`src/rtl/systolic_setup.sv`:
```
// Input skew stage feeding the systolic array: lane i of A/B operands and their
// valid/clear/last markers is delayed by i cycles behind a common output register.

module systolic_setup_lane #(
  parameter int W     = 19,
  parameter int DEPTH = 0
) (
  input  logic         clk_i,
  input  logic         rst_ni,
  input  logic [W-1:0] d,
  output logic [W-1:0] q
);
  // stg_pipe[0] is the shared output register; the rest is the lane's skew.
  logic [DEPTH:0][W-1:0] stg_pipe;

  always_ff @(posedge clk_i or negedge rst_ni) begin
    if (!rst_ni) begin
      stg_pipe <= '0;
    end else begin
      stg_pipe[0] <= d;
      for (int k = 1; k <= DEPTH; k++) stg_pipe[k] <= stg_pipe[k-1];
    end
  end

  assign q = stg_pipe[DEPTH];
endmodule

module systolic_setup #(
  parameter int DATA_WIDTH = 8,
  parameter int SIZE       = 8
) (
  input  logic                       clk_i,
  input  logic                       rst_ni,
  input  logic                       ensys_i,
  input  logic                       bubble_i,
  input  logic                       batch_begin_i,
  input  logic                       batch_end_i,
  input  logic [SIZE*DATA_WIDTH-1:0] a_data_i,
  input  logic [SIZE*DATA_WIDTH-1:0] b_data_i,
  output logic [SIZE*DATA_WIDTH-1:0] a_o,
  output logic [SIZE*DATA_WIDTH-1:0] b_o,
  output logic [SIZE-1:0]            a_vld_o,
  output logic [SIZE-1:0]            b_vld_o,
  output logic [SIZE-1:0]            clr_o,
  output logic [SIZE-1:0]            last_o,
  output logic                       batch_done_o
);
  localparam int DW = DATA_WIDTH;
  localparam int LW = 2*DW + 3;  // {vld, clr, last, a, b}

  // Controls are captured at issue so they line up with the buffer read data.
  logic ensys_q, bubble_q, begin_q, end_q;

  always_ff @(posedge clk_i or negedge rst_ni) begin
    if (!rst_ni) begin
      ensys_q  <= 1'b0;
      bubble_q <= 1'b0;
      begin_q  <= 1'b0;
      end_q    <= 1'b0;
    end else begin
      ensys_q  <= ensys_i;
      bubble_q <= bubble_i;
      begin_q  <= batch_begin_i;
      end_q    <= batch_end_i;
    end
  end

  // Invalid and bubble slots carry zero operands, the MAC-neutral value.
  logic keep;
  assign keep = ensys_q & ~bubble_q;

  for (genvar i = 0; i < SIZE; i++) begin : g_lane
    logic [DW-1:0] a_in, b_in;
    logic [LW-1:0] d, q;

    assign a_in = keep ? a_data_i[i*DW +: DW] : '0;
    assign b_in = keep ? b_data_i[i*DW +: DW] : '0;
    assign d    = {ensys_q, ensys_q & begin_q, ensys_q & end_q, a_in, b_in};

    systolic_setup_lane #(.W(LW), .DEPTH(i)) u_lane (
      .clk_i  (clk_i),
      .rst_ni (rst_ni),
      .d      (d),
      .q      (q)
    );

    assign a_vld_o[i]        = q[LW-1];
    assign b_vld_o[i]        = q[LW-1];
    assign clr_o[i]          = q[LW-2];
    assign last_o[i]         = q[LW-3];
    assign a_o[i*DW +: DW]   = q[2*DW-1:DW];
    assign b_o[i*DW +: DW]   = q[DW-1:0];
  end

  assign batch_done_o = last_o[SIZE-1];
endmodule

```
`config.mk`:
```
export PLATFORM = sky130hd
export DESIGN_NAME = systolic_setup
export DESIGN_NICKNAME = d
export VERILOG_FILES = /design/src/rtl/systolic_setup.sv
export SDC_FILE = /design/constraint.sdc
export NUM_CORES = 1
export LEC_CHECK = 0
export CAP_MARGIN = 20
export CELL_PAD_IN_SITES_DETAIL_PLACEMENT = 2
export CELL_PAD_IN_SITES_GLOBAL_PLACEMENT = 2
export CORE_UTILIZATION = 39
export CTS_CLUSTER_SIZE = 40
export DETAILED_ROUTE_END_ITERATION = 10
export PLACE_DENSITY = 0.88
export SYNTH_ARGS = -nofsm -noshare
export SYNTH_HDL_FRONTEND = slang
export SYNTH_SLANG_ARGS = --single-unit
export TNS_END_PERCENT = 30
```
`constraint.sdc`:
```
create_clock -name clk_i -period 1.1 [get_ports clk_i]
set_input_delay 0.33 -clock clk_i [delete_from_list [all_inputs] [get_ports clk_i]]
set_output_delay 0.33 -clock clk_i [all_outputs]
set_load 0.02 [all_outputs]
```
# ---- Yosys cells after proc, flatten, opt, wreduce, memory -nomap -nowiden
# Index checks and enable logic that the tools add are counted.
# Widths: inputs -> output; s select.
dict set report word_totals {
  regBits 688
  in_bits 134
  out_inout_bits 161
  word_cells 60
}
dict set report classes {
  muxes 16
  n_bitwise 4
}
# operator n
set ops {}
lappend ops {{$mux 8} 16}
lappend ops {{$and 1x1->1} 3}
lappend ops {{$not 1->1} 1}

# ---- Longest topological paths before layout
dict set report depth {
  ltp_word 3
  ltp_mapped 3
  depth_no_buf 1
}

# ---- By module
# Synthesis repeated with hierarchy kept, for this count alone.
dict set report unflattened {
  hier_cells 988
  area_unflattened_um2 19656.4
}
# mod n_inst cells_each area_per_inst_um2 seq_area_each_um2
set by_module_without_submodules {}
lappend by_module_without_submodules {{systolic_setup_lane at g_lane[7].u_lane} 1 171 3946.3 3803.6}
lappend by_module_without_submodules {{systolic_setup_lane at g_lane[6].u_lane} 1 152 3470.8 3328.2}
lappend by_module_without_submodules {{systolic_setup_lane at g_lane[5].u_lane} 1 133 2995.4 2852.7}
lappend by_module_without_submodules {{systolic_setup_lane at g_lane[4].u_lane} 1 114 2519.9 2377.3}
lappend by_module_without_submodules {{systolic_setup_lane at g_lane[3].u_lane} 1 95 2044.5 1901.8}
lappend by_module_without_submodules {{systolic_setup_lane at g_lane[2].u_lane} 1 76 1569.0 1426.4}
lappend by_module_without_submodules {systolic_setup 1 171 1541.5 100.1}
lappend by_module_without_submodules {{systolic_setup_lane at g_lane[1].u_lane} 1 57 1093.5 950.9}
lappend by_module_without_submodules {{systolic_setup_lane at g_lane[0].u_lane} 1 19 475.5 475.5}

# ---- Least setup slack after synthesis
# No wires, ideal clock.
dict set report synth_timing {
  kind {reg2reg}
  from {register ensys_q}
  to {register g_lane[0].u_lane.stg_pipe, in the netlist g_lane[0].u_lane.q[0]}
  setup_time_ns 0.120
  arrival_ns 0.841
  t_required_ns 0.980
  setup_slack_ns 0.139
  stages_incl_launch_ff 4
  path_buffers 2
  period_less_slack_ns 0.961
  path_cell_list {dfrtp_1 > buf_4 > buf_4 > and3b_1}
}
dict set report synth_between {
  elab_chain_len 2
}
# item line
set synth_rtl {}
lappend synth_rtl {{from (decl)} 52} ;# logic ensys_q, bubble_q, begin_q, end_q;
lappend synth_rtl {{from (signal assigned)} 61} ;# ensys_q <= ensys_i;
lappend synth_rtl {{$and 1x1->1} 70} ;# assign keep = ensys_q & ~bubble_q;
lappend synth_rtl {{$mux 8} 77} ;# assign b_in = keep ? b_data_i[i*DW +: DW] : '0;
lappend synth_rtl {{named net g_lane[0].b_in[0]} 73} ;# logic [DW-1:0] a_in, b_in;
lappend synth_rtl {{to (decl)} 14} ;# logic [DEPTH:0][W-1:0] stg_pipe;
# The timed path passes the listed nets, and every way through them passes these cells.

# ---- Final worst setup path
dict set report layout_timing {
  from {register g_lane[0].u_lane.stg_pipe, in the netlist g_lane[0].u_lane.q[18]}
  to {output b_vld_o[0]}
}
# item line
set layout_lines {}
lappend layout_lines {{to (decl)} 43} ;# output logic [SIZE-1:0] b_vld_o,
# No word-level cell between the ends.

==> flow_summary.toml <==
[outcome]
status = "finished with violations"
violations = "setup timing"

[floorplanning]
die_area_mm2 = 0.0459
start_util_pct = 39.6
core-area_mm2 = 0.0443
pin_count = 295
die_h_um = 214
die_width_um = 214
placementRows = 77

[cts]
cts-root-buf = "clkbuf_16"
cts_buffers = 59
clkSinkCount = 604
max-clock-path-buffers = 3
insertion_delay_ns = 0.61
path_clk_slew_ns = 0.06
htreeDepth = 2
cts_tree = "done"

[synthesis]
synth_top_area_cell = "dfrtp_1"
yosys.area_share.simple_pct = 6.45
synth_area_leaders = "dfrtp_1, buf_4, and3b_1, buf_6, and2_1"
netlist_area_mm2 = 0.0176
synth_seq_cells = 604
synthAdderAreaFrac_pct = 0
synthCells = 906
synth_top_family_by_area = "buffers and inverters"
synth.area.mux_share_pct = 0
syn_avg_cell_area_um2 = 19.4
mappedNetlistNets = 1040
yosysSeqAreaShare_pct = 86.0
synth-compound-area-share_pct = 0
synth_cell_types = 6
synth_xor_area_share_pct = 0
synth_top_cell_area_share_pct = 86.0
yosysWarnings = 0

[timing]
finClkSkew_ns = 0.0162
period_needed_ns = 1.53
setup_violations = 219
final_max_slew_viol_count = 0
rsz0062_at_grt = "yes"
tightest_slew_ns = 0.340
slew_headroom_pct = 77.3
period_share_pct = 139
final-hold-violation-count = 0
worst_slack_ns = -0.428
clock.fmax_mhz = 654

[global_routing]
use_met3_pct = 4.27
track_usage_pct = 17.4
grt_pass1_vias = 9503
antenna_found_initial = 5
grt_max_degree = 79
grt_first_pass_wirelength_um = 59400
grt_overflow = 0
met1_usage_pct = 18.8
busiest_layer = "met2"
grt_use_met2_pct = 32.3

[placed_design]
dp_hpwl_um = 24800
portBuffers = 294
dp.cells = 1666
place.gp.congestion = 0.782
dp_slack_ns = -0.246

[worst_setup_path]
worstSetupStartpoint = "g_lane[0].u_lane.q[18]"
path_class = "register to output port"
critPathMaxStageDelay_ns = 0.43
cp_top_family = "flip-flops"
cp_cell_sequence = "buf_6"
crit_path_end_kind = "output port"
crit_arrival_ns = 1.20
path_max_fanout = 3
start_kind = "register"
worstPathRequired_ns = 0.77
worst-path-buf-inv = 1
r2r-start = "ensys_q"
crit_slowest_cell = "dfrtp_1"

[hold_path]
hp-class = "primary input to asynchronous set/reset pin"

[route]
viasPerCell = 4.23
final_antenna_net_count = 0
postRouteWirelength_um = 38100
wire_per_inst_um = 21.3
drt_iter0_markers = 263
dr.pass1.iters = 4
vias = 7568
drc = 0

[finish]
nNetsFinal = 1282
drive_above_1_share_pct = 26.5
syn2layout_area_growth_pct = 28.3
instances_no_fill = 1790
final_core_util_pct = 50.9

[pwr]
peakVddDrop_v = 0.00117
powerDensity_mw_per_mm2 = 2020
leakage_nw = 11.8

[run]
max_cap_violations = 0
## cell usage after synthesis
master and count:
and3b_1 128, and2_1 2, buf_6 11, dfrtp_1 604, buf_4 158, clkbuf_1 3
## metal layers
| metal | up-vias | part of all wire, % | routed length (um) |
|---|---|---|---|
| li1 | 3229 | - | - |
| met1 | 4050 | 35 | 13400 |
| met2 | 216 | 56 | 21500 |
| met3 | 73 | 5.5 | 2110 |
| met4 | 0 | 3.0 | 1140 |
| met5 | - | 0 | 0 |
## layout by cell type (no fill, tap or decap), types with 5 or more instances in the layout
cell type,synthesis,final
dfrtp_1,604,602
clkdlybuf4s50_1,0,132
and3b_1,128,127
buf_6,11,113
clkbuf_16,0,59
buf_2,0,48
buf_4,158,35
buf_12,0,23
clkbuf_8,0,18
clkbuf_1,3,13
clkinv_2,0,9
diode_2,0,5
## flip-flops by register name (all words and copies together) (netlist names)
| signal | count |
|---|---|
| g_lane.u_lane.stg_pipe | 460 |
| g_lane.u_lane.q | 140 |
| begin_q | 1 |
| bubble_q | 1 |
| end_q | 1 |
| ensys_q | 1 |
## cells by family (layout without fill, tap and decap cells)
logic type	count (synthesis)	count (layout)
flip-flops	604	604
buffers and inverters	172	459
other	0	5
AND/OR/NAND/NOR	130	130
## layout make-up
type                       instances  area, um2
antenna                            5       12.5
clock buffer                      90       1770
clock inverter                    16        178
fill                            3842      21800
multi-input combinational        130       1130
sequential                       604      15100
tap                              592        741
timing repair buffer             353       3580
## worst paths after layout
check	end	slack [ns]	cells after the start
min in group clk_i	ensys_q	0.16	1
setup / recovery	b_vld_o[0]	-0.43	1
hold reg to reg	g_lane[3].u_lane.stg_pipe[38]	0.34	0
setup reg to reg	g_lane[6].u_lane.stg_pipe[5]	-0.11	2
max in group asynchronous	ensys_q	0.27	4
hold / removal	g_lane[5].u_lane.q[17]	0.16	2
## where the power goes
group / total [mW] / internal (mW) / switching [mW]
logic: 2.35 / 1.16 / 1.19
clock network: 19.8 / 11.6 / 8.23
registers: 23.5 / 23.1 / 0.377
total: 45.6 / 35.8 / 9.79
## per-stage QoR
stage | TNS [ns] | hold slack, ns | instance area, um2 | power (mW)
2_1_floorplan | 0 | 0.0344 | 17600 | 24.6
3_3_place_gp | -22.08 | 0.197 | 20600 | 26.0
3_5_place_dp | -25.49 | 0.201 | 20600 | 26.2
4_1_cts | -68.20 | 0.112 | 22300 | 46.3
5_1_grt | -69.06 | 0.136 | 22500 | 47.2
6_report | -60.59 | 0.164 | 22500 | 45.6
## timing repair
action                                 in CTS  in global routing
setup endpoints to repair                 190                231
hold buffers                                1                  0
pin swaps                                   0                  1
resized for setup                         772                 64
endpoints found under the hold margin     259                  0
buffers inserted                            7                  5
(Power assumes the default switching activity.)
